## src/rtl/sync_fifo_param.sv

```systemverilog
// Parametrised single-clock FIFO with threshold flags and sticky error flags.
// Define FIFO_FWFT_EN for first-word-fall-through reads.
module sync_fifo_param #(
  parameter int DATA_W = 8,
  parameter int DEPTH  = 16,
  parameter int AF_LVL = DEPTH - 2,
  parameter int AE_LVL = 2
) (
  input  logic                       clk,
  input  logic                       rst,
  input  logic                       wr_en,
  input  logic [DATA_W-1:0]          din,
  input  logic                       rd_en,
  input  logic                       err_clr,
  output logic [DATA_W-1:0]          dout,
  output logic                       dout_valid,
  output logic [$clog2(DEPTH):0]     count,
  output logic                       full,
  output logic                       empty,
  output logic                       almost_full,
  output logic                       almost_empty,
  output logic                       overflow,
  output logic                       underflow
);

  localparam int AW = $clog2(DEPTH);
  localparam int CW = AW + 1;
  localparam logic [CW-1:0] L_DEPTH = CW'(DEPTH);
  localparam logic [CW-1:0] L_AF    = CW'(AF_LVL);
  localparam logic [CW-1:0] L_AE    = CW'(AE_LVL);

  logic [DATA_W-1:0] r_mem [DEPTH];
  logic [AW-1:0]     r_wr_ptr;
  logic [AW-1:0]     r_rd_ptr;
  logic [CW-1:0]     r_count;
  logic              r_ovf;
  logic              r_unf;

  logic w_full;
  logic w_empty;
  logic w_rd_ok;
  logic w_wr_ok;

  assign w_full  = (r_count == L_DEPTH);
  assign w_empty = (r_count == '0);
  // A write into a full FIFO is allowed when the same edge frees a slot.
  assign w_rd_ok = rd_en && !w_empty;
  assign w_wr_ok = wr_en && (!w_full || w_rd_ok);

  always_ff @(posedge clk) begin
    if (w_wr_ok && !rst) begin
      r_mem[r_wr_ptr] <= din;
    end
  end

  always_ff @(posedge clk) begin
    if (rst) begin
      r_wr_ptr <= '0;
      r_rd_ptr <= '0;
      r_count  <= '0;
    end else begin
      if (w_wr_ok) r_wr_ptr <= r_wr_ptr + AW'(1);
      if (w_rd_ok) r_rd_ptr <= r_rd_ptr + AW'(1);
      unique case ({w_wr_ok, w_rd_ok})
        2'b10:   r_count <= r_count + CW'(1);
        2'b01:   r_count <= r_count - CW'(1);
        default: r_count <= r_count;
      endcase
    end
  end

  // Set wins over clear when both happen on the same edge.
  always_ff @(posedge clk) begin
    if (rst) begin
      r_ovf <= 1'b0;
      r_unf <= 1'b0;
    end else begin
      if (wr_en && !w_wr_ok)   r_ovf <= 1'b1;
      else if (err_clr)        r_ovf <= 1'b0;
      if (rd_en && !w_rd_ok)   r_unf <= 1'b1;
      else if (err_clr)        r_unf <= 1'b0;
    end
  end

`ifdef FIFO_FWFT_EN
  assign dout       = r_mem[r_rd_ptr];
  assign dout_valid = !w_empty;
`else
  logic [DATA_W-1:0] r_dout;
  logic              r_dout_valid;

  always_ff @(posedge clk) begin
    if (rst) begin
      r_dout       <= '0;
      r_dout_valid <= 1'b0;
    end else begin
      r_dout_valid <= w_rd_ok;
      if (w_rd_ok) r_dout <= r_mem[r_rd_ptr];
    end
  end

  assign dout       = r_dout;
  assign dout_valid = r_dout_valid;
`endif

  assign count        = r_count;
  assign full         = w_full;
  assign empty        = w_empty;
  assign almost_full  = (r_count >= L_AF);
  assign almost_empty = (r_count <= L_AE);
  assign overflow     = r_ovf;
  assign underflow    = r_unf;

endmodule
```

## config.mk

```make
export PLATFORM = sky130hd
export DESIGN_NAME = sync_fifo_param
export DESIGN_NICKNAME = d
export VERILOG_FILES = /design/src/rtl/sync_fifo_param.sv
export SDC_FILE = /design/constraint.sdc
export NUM_CORES = 1
export LEC_CHECK = 0
export CORE_AREA = 2 2 114 116
export CTS_CLUSTER_DIAMETER = 200
export DETAILED_ROUTE_END_ITERATION = 8
export DIE_AREA = 0 0 116 118
export DONT_BUFFER_PORTS = 1
export GPL_TIMING_DRIVEN = 0
export MAX_ROUTING_LAYER = met4
export PLACE_DENSITY = 0.73
export SKIP_CTS_REPAIR_TIMING = 1
export SKIP_LAST_GASP = 1
export SYNTH_ARGS = -nofsm -noshare
export SYNTH_HDL_FRONTEND = slang
export SYNTH_SLANG_ARGS = --single-unit
```

## constraint.sdc

```tcl
create_clock -name clk -period 2.7 [get_ports clk]
set_input_delay 0.675 -clock clk [delete_from_list [all_inputs] [get_ports clk]]
set_output_delay 0.675 -clock clk [all_outputs]
set_load 0.02 [all_outputs]
```

# --- Word level (Yosys, flattened, before mapping) ---
# Memory sizes are Yosys's and may differ from the RTL's. A register that Yosys moved wholly into a read port is not among the register bits.
# Cells that the tools add are included.
op_classes:
  n_addsub: 4
  mul: 0
  n_div: 0
  n_lt_le_gt_ge: 2
  n_eq_ne: 3
  n_shift: 0
  mux: 6
  n_bitwise: 0
  n_reduce_logical: 15
ops:
  columns: ["cell", "count"]
  rows:
  - ["case mux 5 bit (2 select lines)", 1]
  - ["adder 4 x 1 -> 4 bit, second input constant", 2]
  - ["nonzero test 2 bit", 3]
  - ["adder 5 x 1 -> 5 bit, second input constant", 1]
  - ["equality test 5 bit, second input constant", 1]
  - ["greater-or-equal comparator 5 x 4 -> 1 bit, second input constant", 1]
  - ["<= comparator 5 x 2 -> 1 bit, second input constant", 1]
  - ["logical AND 1 bit", 5]
  - ["zero test 1 bit", 5]
  - ["zero test 5 bit", 1]
  - ["2-to-1 mux 1 bit", 5]
  - ["subtractor 5 x 1 -> 5 bit, second input constant", 1]
  - ["equality test 2 x 1 -> 1 bit, second input constant", 1]
  - ["equality test 2 bit, second input constant", 1]
  - ["logical OR 1 bit", 1]
word_totals:
  register_bits: 16
  latch_bits: 0
  ram_bits: 128
  romBits: 0
  mem_count: 1
mem_list:
  columns: ["name", "words", "word_bits", "read_ports", "rd_ports_with_merged_regs", "wr", "line_no", "text"]
  rows:
  - ["r_mem", 16, 8, 1, 1, 1, "32", "logic [DATA_W-1:0] r_mem [DEPTH];"]

# --- Longest topological paths before layout ---
# Gate-level depths: netlist (run 1).
depth:
  depth_word: 8
  ltp_mapped: 10
  depth_no_buf: 8

# --- Worst setup path before layout (run 1) ---
# OpenSTA, ideal clock, no wires.
synth_timing:
  path_kind: "flip-flop to flip-flop"
  start: "register r_count[0] (netlist: count[0])"
  end: "register r_count[4] (netlist: count[4])"
  t_arrival_ns: 2.669
  t_required_ns: 2.567
  slack_ns: -0.102
  stages_incl_launch_ff: 11
  path_cell_list: "dfxtp_1 -> or4_4 -> buf_6 -> o21ai_2 -> buf_4 -> nor2_1 -> fa_1 -> a21o_1 -> a2111o_1 -> o211ai_1 -> a31oi_1"
synth_via:
  elab_chain_cells: 7
  elab_cells_between_ends: 13
synth_lines:
  columns: ["item", "line_no", "text"]
  rows:
  - ["start, declared", "35", "logic [CW-1:0] r_count;"]
  - ["start signal, assigned", "65", "2'b10: r_count <= r_count + CW'(1);"]
  - ["start signal, assigned", "66", "2'b01: r_count <= r_count - CW'(1);"]
  - ["start signal, assigned", "67", "default: r_count <= r_count;"]
  - ["zero test 5 bit", "45", "assign w_empty = (r_count == '0);"]
  - ["zero test 1 bit", "47", "assign w_rd_ok = rd_en && !w_empty;"]
  - ["logical AND 1 bit", "47", null]
  - ["logical OR 1 bit", "48", "assign w_wr_ok = wr_en && (!w_full || w_rd_ok);"]
  - ["logical AND 1 bit", "48", null]
  - ["equality test 2 x 1 -> 1 bit / equality test 2 bit (equally long branches)", "64", "unique case ({w_wr_ok, w_rd_ok})"]
  - ["case mux 5 bit (2 select lines) / nonzero test 2 bit (equally long branches)", null, null]
# Parallel ways exist; a longest one is shown, timed or not.
# A chain may end at the register's enable or synchronous reset.

# --- Worst setup path after layout (run 1) ---
layout_timing:
  start: "register r_count[1] (netlist: count[1])"
  end: "register r_count[4] (netlist: count[4])"
# The elaborated chain is that of the path after synthesis.

==> results of run 1 <==
[power by group through the flow]
| stage | combinational (mW) | clock [mW] | sequential (mW) |
|---|---|---|---|
| 2_1_floorplan | 0.904 | 0 | 2.95 |
| 3_3_place_gp | 1.09 | 0 | 2.98 |
| 3_5_place_dp | 1.11 | 0 | 2.99 |
| 4_1_cts | 1.13 | 2.57 | 2.94 |
| 5_1_grt | 1.37 | 2.67 | 2.97 |
| 6_report | 1.27 | 2.54 | 2.95 |
[cell families (layout without fill, tap and decap cells)]
kind of cell / Yosys count / count (layout)
fa+ha+maj: 9 / 9
mux: 57 / 57
buf+inv: 25 / 66
simple gates: 90 / 90
flops: 152 / 152
compound gates: 43 / 43
xor+xnor: 5 / 5
[how the worst min path moves through the flow]
stage,from,end,slack [ns],depth (start not counted)
finish,din[2],r_mem[15][2],0.35,0
global route,din[1],r_mem[14][1],0.33,0
CTS,din[1],r_mem[8][1],0.34,0
detailed placement,r_wr_ptr[1],r_wr_ptr[1],0.57,2
global placement,overflow,overflow,0.56,2
floorplan,r_wr_ptr[1],r_wr_ptr[1],0.53,2
[synth_stat cells, types with 6 or more instances]
cell type and instances:
sky130_fd_sc_hd__edfxtp_1 128, sky130_fd_sc_hd__a22o_1 7, sky130_fd_sc_hd__clkbuf_1 7, sky130_fd_sc_hd__dfxtp_1 24, sky130_fd_sc_hd__o22ai_1 16, sky130_fd_sc_hd__buf_2 9, sky130_fd_sc_hd__mux2i_1 36, sky130_fd_sc_hd__ha_1 8
sky130_fd_sc_hd__nand2_1 9, sky130_fd_sc_hd__nor4_1 9, sky130_fd_sc_hd__nand2b_1 6, sky130_fd_sc_hd__nor2b_1 6, sky130_fd_sc_hd__nor2_1 38, sky130_fd_sc_hd__nor3_1 8, sky130_fd_sc_hd__mux4_2 16
[metal layers]
metal  routed length, um  part of all wire (%)
met1                5570                    43
met2                6440                    49
met3                 768                   5.9
met4                 312                   2.4
met5                   0                     0
[placed cells by master (no fill, tap or decap), types with 6 or more instances in the layout]
cell,count
sky130_fd_sc_hd__edfxtp_1,128
sky130_fd_sc_hd__buf_2,10
sky130_fd_sc_hd__nand2_1,9
sky130_fd_sc_hd__dfxtp_1,21
sky130_fd_sc_hd__mux2i_1,36
sky130_fd_sc_hd__mux4_2,16
sky130_fd_sc_hd__ha_1,8
sky130_fd_sc_hd__a22o_1,7
sky130_fd_sc_hd__o22ai_1,16
sky130_fd_sc_hd__clkbuf_1,12
sky130_fd_sc_hd__nand2b_1,6
sky130_fd_sc_hd__clkbuf_16,17
sky130_fd_sc_hd__nor2b_1,6
sky130_fd_sc_hd__nor4_1,9
sky130_fd_sc_hd__nor3_1,8
sky130_fd_sc_hd__nor2_1,37
sky130_fd_sc_hd__buf_4,9
[final cells by class]
type / count / area share, %
clock buffer: 23 / 6.42
sequential: 152 / 60.8
inverter: 5 / 0.263
tap: 172 / 3.02
clock inverter: 9 / 2.46
multi-input combinational: 204 / 24.8
buffer: 19 / 1.26
timing repair buffer: 10 / 1.02
[state kept, by name (all words and copies together) (netlist names)]
signal and flops:
count 5, r_rd_ptr 4, overflow 1, r_wr_ptr 4, dout_valid 1, underflow 1
dout 8, r_mem 128
[worst reg2reg max path, stage by stage, from the launching register on]
cell and delay, ns:
sky130_fd_sc_hd__dfxtp_4 0.39, sky130_fd_sc_hd__or4_4 0.61, sky130_fd_sc_hd__o21ai_4 0.19, sky130_fd_sc_hd__buf_6 0.13
sky130_fd_sc_hd__nor2_4 0.05, sky130_fd_sc_hd__fa_2 0.40, sky130_fd_sc_hd__a21o_1 0.22, sky130_fd_sc_hd__a2111o_1 0.37
sky130_fd_sc_hd__o211ai_1 0.09, sky130_fd_sc_hd__a31oi_1 0.09
[through the flow]
| stage | setup WS (ns) | std cells | util, % |
|---|---|---|---|
| after global placement | -0.255 | 553 | 51.7 |
| after floorplan | 0.00634 | 381 | - |
| final | 0.000570 | 594 | 57.4 |
| after global routing | -0.0878 | 594 | 57.4 |
| after CTS | -0.295 | 586 | 56.8 |
| after detailed placement | -0.259 | 554 | 51.7 |
==> impl_summary.log, run 1 <==
[metrics] result of the run: complete, no violations
[metrics] worst slew pin tran: 0.896 ns
[metrics] total standard cell area after synthesis: 6190 um^2
[metrics] Area contributors post-synth: sky130_fd_sc_hd__edfxtp_1 (62%), sky130_fd_sc_hd__dfxtp_1 (7.8%), sky130_fd_sc_hd__mux2i_1 (5.8%), sky130_fd_sc_hd__mux4_2 (5.8%), sky130_fd_sc_hd__nor2_1 (2.3%)
[metrics] share of the synthesized area in the top cell type: 62.1%
[metrics] starting density of the core: 49.8%
[metrics] type of the worst setup path: reg2reg
[metrics] Detailed Route Iter0 Violations: 316
[metrics] die height: 118 um
[metrics] total area of multi-input combinational cells: 1770 um^2
[metrics] clock skew after layout: 0.00705 ns
[metrics] wirelength, routed: 13100 um
[metrics] Post-DP Area: 6420 um^2
[metrics] met1 layer usage reported by global route: 26.7%
[metrics] leading area contributor after synthesis: sky130_fd_sc_hd__edfxtp_1
[metrics] mean cell area of the mapped netlist: 16.2 um^2
[metrics] cell area power density: 949 nW/um^2
[metrics] number of buffer and inverter stages on the critical path: 1
[metrics] H-tree levels: 4
[metrics] relative max-transition margin: 40.1%
[metrics] data required time of the critical path: 2.98 ns
[metrics] critical path startpoint category: flop
[metrics] adder and majority cell fraction of the synthesized area: 1.94%
[metrics] aggregate negative setup slack: 0 ns
[metrics] logic depth of the worst register-to-register path: 9
[metrics] cell count along the critical path: 9
[metrics] Max Cap Viol: 0
[metrics] Core Footprint: 12400 um^2
[metrics] net switching power figure: 1.83 mW
[metrics] Clock Pin Slew Worst Setup and Hold Paths: 0.06 ns
[metrics] logic gate share of total power: 18.8%
[metrics] register area share after synthesis: 69.9%
[metrics] Top Ports: 33
[metrics] final design instance area without fill: 7130 um^2
[metrics] startpoint of the worst register-to-register path: count[1]
[metrics] cells after synthesis: 381
[metrics] final HPWL from detailed placement: 8050 um
[metrics] total vias in the final route: 3443
[metrics] Cell variety after synth: 46
[metrics] clock share of power: 37.6%
[metrics] CTS tree: yes
[metrics] Main synth FF type: sky130_fd_sc_hd__edfxtp_1
[metrics] grt ovf: 0
[metrics] number of sinks driven by the clock tree: 152
[metrics] dominant combinational cell family by area after synthesis: multiplexers
[metrics] count of yosys warnings during synthesis: 0
[metrics] Clock Latency Late Sink: 0.42 ns
[metrics] timing startpoint of the critical path: count[1]
[metrics] Critical Path Fanout Max: 8
[metrics] number of flops mapped to enable cells by yosys: 128
[metrics] kind of end point of the critical path: flop
[metrics] unrepaired setup endpoints after global routing: true
[metrics] grt met2 use: 31.1%
[metrics] overall power after layout: 6.76 mW
[metrics] global routing met3 resource utilization: 5.20%
[metrics] Min Hold Slack: 0.350 ns
[metrics] Reg-to-Reg End: count[4]
[metrics] wire length of the first global-routing pass: 19600 um
[metrics] share of the synthesized netlist area taken by xor and xnor gates: 0.708%
[metrics] number of endpoints with negative hold slack in the final report: 0
[metrics] register bit count reported by yosys: 152
[metrics] maximum ir drop on the vdd rail: 0.456 mV
[metrics] type of the worst min-delay path: in2reg
[metrics] Final nets: 431
[metrics] die outline width: 116 um
[metrics] global placer's final weighted congestion: 0.884
[metrics] # rows: 41
[metrics] wire length per cell: 22.0 um
[metrics] DRC violation count after routing: 0
[metrics] Synthesized Nets: 403
[metrics] post-DR vias/cell: 5.80
[metrics] most heavily used metal layer in global routing: met2
[metrics] number of antenna violations at the first check in global routing: 0
[metrics] relative area change from synthesis to final layout: 15.3%
[metrics] Int Power: 4.93 mW
[metrics] maximum number of pins on one net before global-route repair: 17
[metrics] CP arrival: 2.98 ns
[metrics] die area: 13700 um^2
[metrics] count of antenna diodes in the layout: 0
[metrics] sequential power share: 43.6%
[metrics] clk buf depth: 2
[metrics] switch share: 27.1%
[metrics] Port Buffer Count: 0
[metrics] root cell of the clock tree: sky130_fd_sc_hd__clkbuf_16
[metrics] complex-gate fraction of the synthesized area: 5.38%
[metrics] termination of the worst setup path: count[4]
[metrics] Fmax: 370 MHz
[metrics] post-route ant nets: 0
[metrics] share of post-route cells with drive strength above 1: 18.5%
[metrics] DR pass1 iterations: 5
[metrics] vias in the first global route: 3396
[metrics] cells along the critical path: or4_4 > o21ai_4 > buf_6 > nor2_4 > fa_2 > a21o_1 > a2111o_1 > o211ai_1 > a31oi_1
[metrics] Final Max Slew Viols: 0
[metrics] final number of setup-violating endpoints: 0
[metrics] TritonCTS Buffers: 17
[metrics] share of async-settable or async-resettable flops after synthesis: 0%
[metrics] kind of cell adding the most delay to the critical path: compound AO/OA/AOI/OAI gates
[metrics] GRT Total Usage: 20.6%
[metrics] leakage power: 2.31 nW
[metrics] post-route fraction of the period consumed by the critical path: 100%
[metrics] delay contributed by the slowest stage of the critical path: 0.61 ns
[metrics] final critical delay including setup and external delays: 2.70 ns
[metrics] worst setup slack for register-to-register paths: 0.0006 ns
[metrics] share of synthesized area spent on multiplexers: 13.0%
[metrics] area taken by flip-flops and latches: 4330 um^2
[metrics] slowest cell on the critical path: sky130_fd_sc_hd__or4_4
[metrics] post-synthesis simple-gate area fraction: 7.14%
[metrics] FILL cells: 962
Power figures use the tool's default switching activity.
==> run 2: changes to the inputs <==
- CAP_MARGIN: not set -> 20
==> impl_summary.log, run 2 (synthesis gave the netlist of run 1 again) <==
[metrics] GRT Total Usage: 20.3% (was 20.6%)
[metrics] type of the worst min-delay path: in2reg (unchanged)
[metrics] starting density of the core: 49.8% (unchanged)
[metrics] wire length of the first global-routing pass: 19300 um (was 19600 um)
[metrics] relative max-transition margin: 41.0% (was 40.1%)
[metrics] register with the highest flop count: r_mem (unchanged)
[metrics] leading cell type in the layout, fill and taps excluded: sky130_fd_sc_hd__edfxtp_1 (unchanged)
[metrics] final number of setup-violating endpoints: 0 (unchanged)
[metrics] Final nets: 431 (unchanged)
[metrics] share of post-route cells with drive strength above 1: 18.5% (unchanged)
[metrics] die height: 118 um (unchanged)
[metrics] leakage power: 2.27 nW (was 2.31 nW)
[metrics] result of the run: complete, no violations (unchanged)
[metrics] Fmax: 378 MHz (was 370 MHz)
[metrics] Critical Path Fanout Max: 8 (unchanged)
[metrics] die area: 13700 um^2 (unchanged)
[metrics] kind of cell adding the most delay to the critical path: compound AO/OA/AOI/OAI gates (unchanged)
[metrics] Clock Pin Slew Worst Setup and Hold Paths: 0.06 ns (about the same)
[metrics] Core Footprint: 12400 um^2 (unchanged)
[metrics] number of antenna violations at the first check in global routing: 1 (was 0)
[metrics] vias in the first global route: 3346 (was 3396)
[metrics] Detailed Route Iter0 Violations: 292 (was 316)
[metrics] DRC violation count after routing: 0 (unchanged)
[metrics] DR pass1 iterations: 5 (unchanged)
[metrics] overall power after layout: 6.47 mW (was 6.76 mW)
[metrics] clock skew after layout: 0.0103 ns (was 0.00705 ns)
[metrics] final design instance area without fill: 7060 um^2 (was 7130 um^2)
[metrics] CTS tree: yes (unchanged)
[metrics] Max Cap Viol: 0 (unchanged)
[metrics] TritonCTS Buffers: 17 (unchanged)
[metrics] aggregate negative setup slack: 0 ns (unchanged)
[metrics] slowest cell on the critical path: sky130_fd_sc_hd__or4_4 (unchanged)
[metrics] cells along the critical path: or4_4 > o21ai_4 > buf_6 > nor2_4 > fa_2 > a21o_1 > a2111o_1 > o211ai_1 > a31oi_1 (unchanged)
[metrics] type of the worst setup path: reg2reg (unchanged)
[metrics] relative area change from synthesis to final layout: 14.1% (was 15.3%)
[metrics] H-tree levels: 4 (unchanged)
[metrics] Min Hold Slack: 0.345 ns (was 0.350 ns)
[metrics] Top Ports: 33 (unchanged)
[metrics] Final Max Slew Viols: 0 (unchanged)
[metrics] count of antenna diodes in the layout: 0 (unchanged)
[metrics] maximum number of pins on one net before global-route repair: 17 (unchanged)
[metrics] Post-DP Area: 6420 um^2 (unchanged)
[metrics] final critical delay including setup and external delays: 2.65 ns (was 2.70 ns)
[metrics] kind of end point of the critical path: flop (unchanged)
[metrics] root cell of the clock tree: sky130_fd_sc_hd__clkbuf_16 (unchanged)
[metrics] critical path startpoint category: flop (unchanged)
[metrics] post-route fraction of the period consumed by the critical path: 98.0% (was 100%)
[metrics] clk buf depth: 2 (unchanged)
[metrics] number of endpoints with negative hold slack in the final report: 0 (unchanged)
[metrics] Clock Latency Late Sink: 0.42 ns (about the same)
[metrics] most used cells in the layout excluding fill and tap cells: sky130_fd_sc_hd__edfxtp_1 (128), sky130_fd_sc_hd__nor2_1 (37), sky130_fd_sc_hd__mux2i_1 (36) (unchanged)
[metrics] flip-flop count of the largest register after layout: 128 (unchanged)
[metrics] delay contributed by the slowest stage of the critical path: 0.60 ns (was 0.61 ns)
[metrics] maximum ir drop on the vdd rail: 0.612 mV (was 0.456 mV)
[metrics] final HPWL from detailed placement: 8040 um (was 8050 um)
[metrics] number of sinks driven by the clock tree: 152 (unchanged)
[metrics] post-route ant nets: 0 (unchanged)
[metrics] die outline width: 116 um (unchanged)
[metrics] data required time of the critical path: 2.98 ns (about the same)
[metrics] worst slew pin tran: 0.882 ns (was 0.896 ns)
[metrics] global placer's final weighted congestion: 0.884 (unchanged)
[metrics] post-DR vias/cell: 5.73 (was 5.80)
[metrics] grt ovf: 0 (unchanged)
[metrics] wirelength, routed: 12700 um (was 13100 um)
[metrics] # rows: 41 (unchanged)
[metrics] cell area power density: 916 nW/um^2 (was 949 nW/um^2)
[metrics] total vias in the final route: 3402 (was 3443)
[metrics] unrepaired setup endpoints after global routing: true (unchanged)
[metrics] CP arrival: 2.93 ns (was 2.98 ns)
[metrics] Port Buffer Count: 0 (unchanged)
[metrics] wire length per cell: 21.5 um (was 22.0 um)
[metrics] number of buffer and inverter stages on the critical path: 1 (unchanged)
## run 2: changes by cell type in the layout (fill, tap and decap cells not counted), sizes merged
cell	change
clkinv	+5
clkinvlp	+1
inv	+1
clkbuf	-4
bufinv	-3
## run 2: final timing paths
path / start / endpoint / slack, ns / cells after the start
hold / removal: din[2] / r_mem[15][2] / 0.35 / 0
hold reg to reg: count[1] / count[1] / 0.57 / 2
setup / recovery: count[1] / count[4] / 0.05 / 9
setup reg to reg: count[1] / count[4] / 0.05 / 9
## run 2: report_power, final
part           switching [mW]  internal, mW
clock                   0.902          1.35
sequential              0.253          2.69
combinational           0.688         0.584
total                    1.84          4.62
## run 2: final cells by class
class / count / area (um^2)
Fill cell: 977 / 5360
Sequential cell: 152 / 4330
Multi-Input combinational cell: 204 / 1770
Clock buffer: 19 / 433
Tap cell: 172 / 215
Clock inverter: 13 / 130
Buffer: 19 / 90.1
Timing Repair Buffer: 10 / 72.6
Inverter: 5 / 18.8
## run 2: through the flow
step | instances | setup slack, ns | utilization (%)
6_report | 594 | 0.0533 | 56.9
2_1_floorplan | 381 | 0.00634 | -
5_1_grt | 594 | -0.0427 | 56.9
3_3_place_gp | 553 | -0.255 | 51.7
3_5_place_dp | 554 | -0.248 | 51.7
4_1_cts | 586 | -0.281 | 56.2
## run 2: layer usage
layer	wire (um)	up-vias	global-route usage (%)	share of wire (%)
met5	0	-	-	0
met4	155	0	5.65	1.2
met2	6420	128	31.0	50
met3	769	11	6.28	6.0
met1	5410	1719	26.6	42
li1	-	1544	-	-
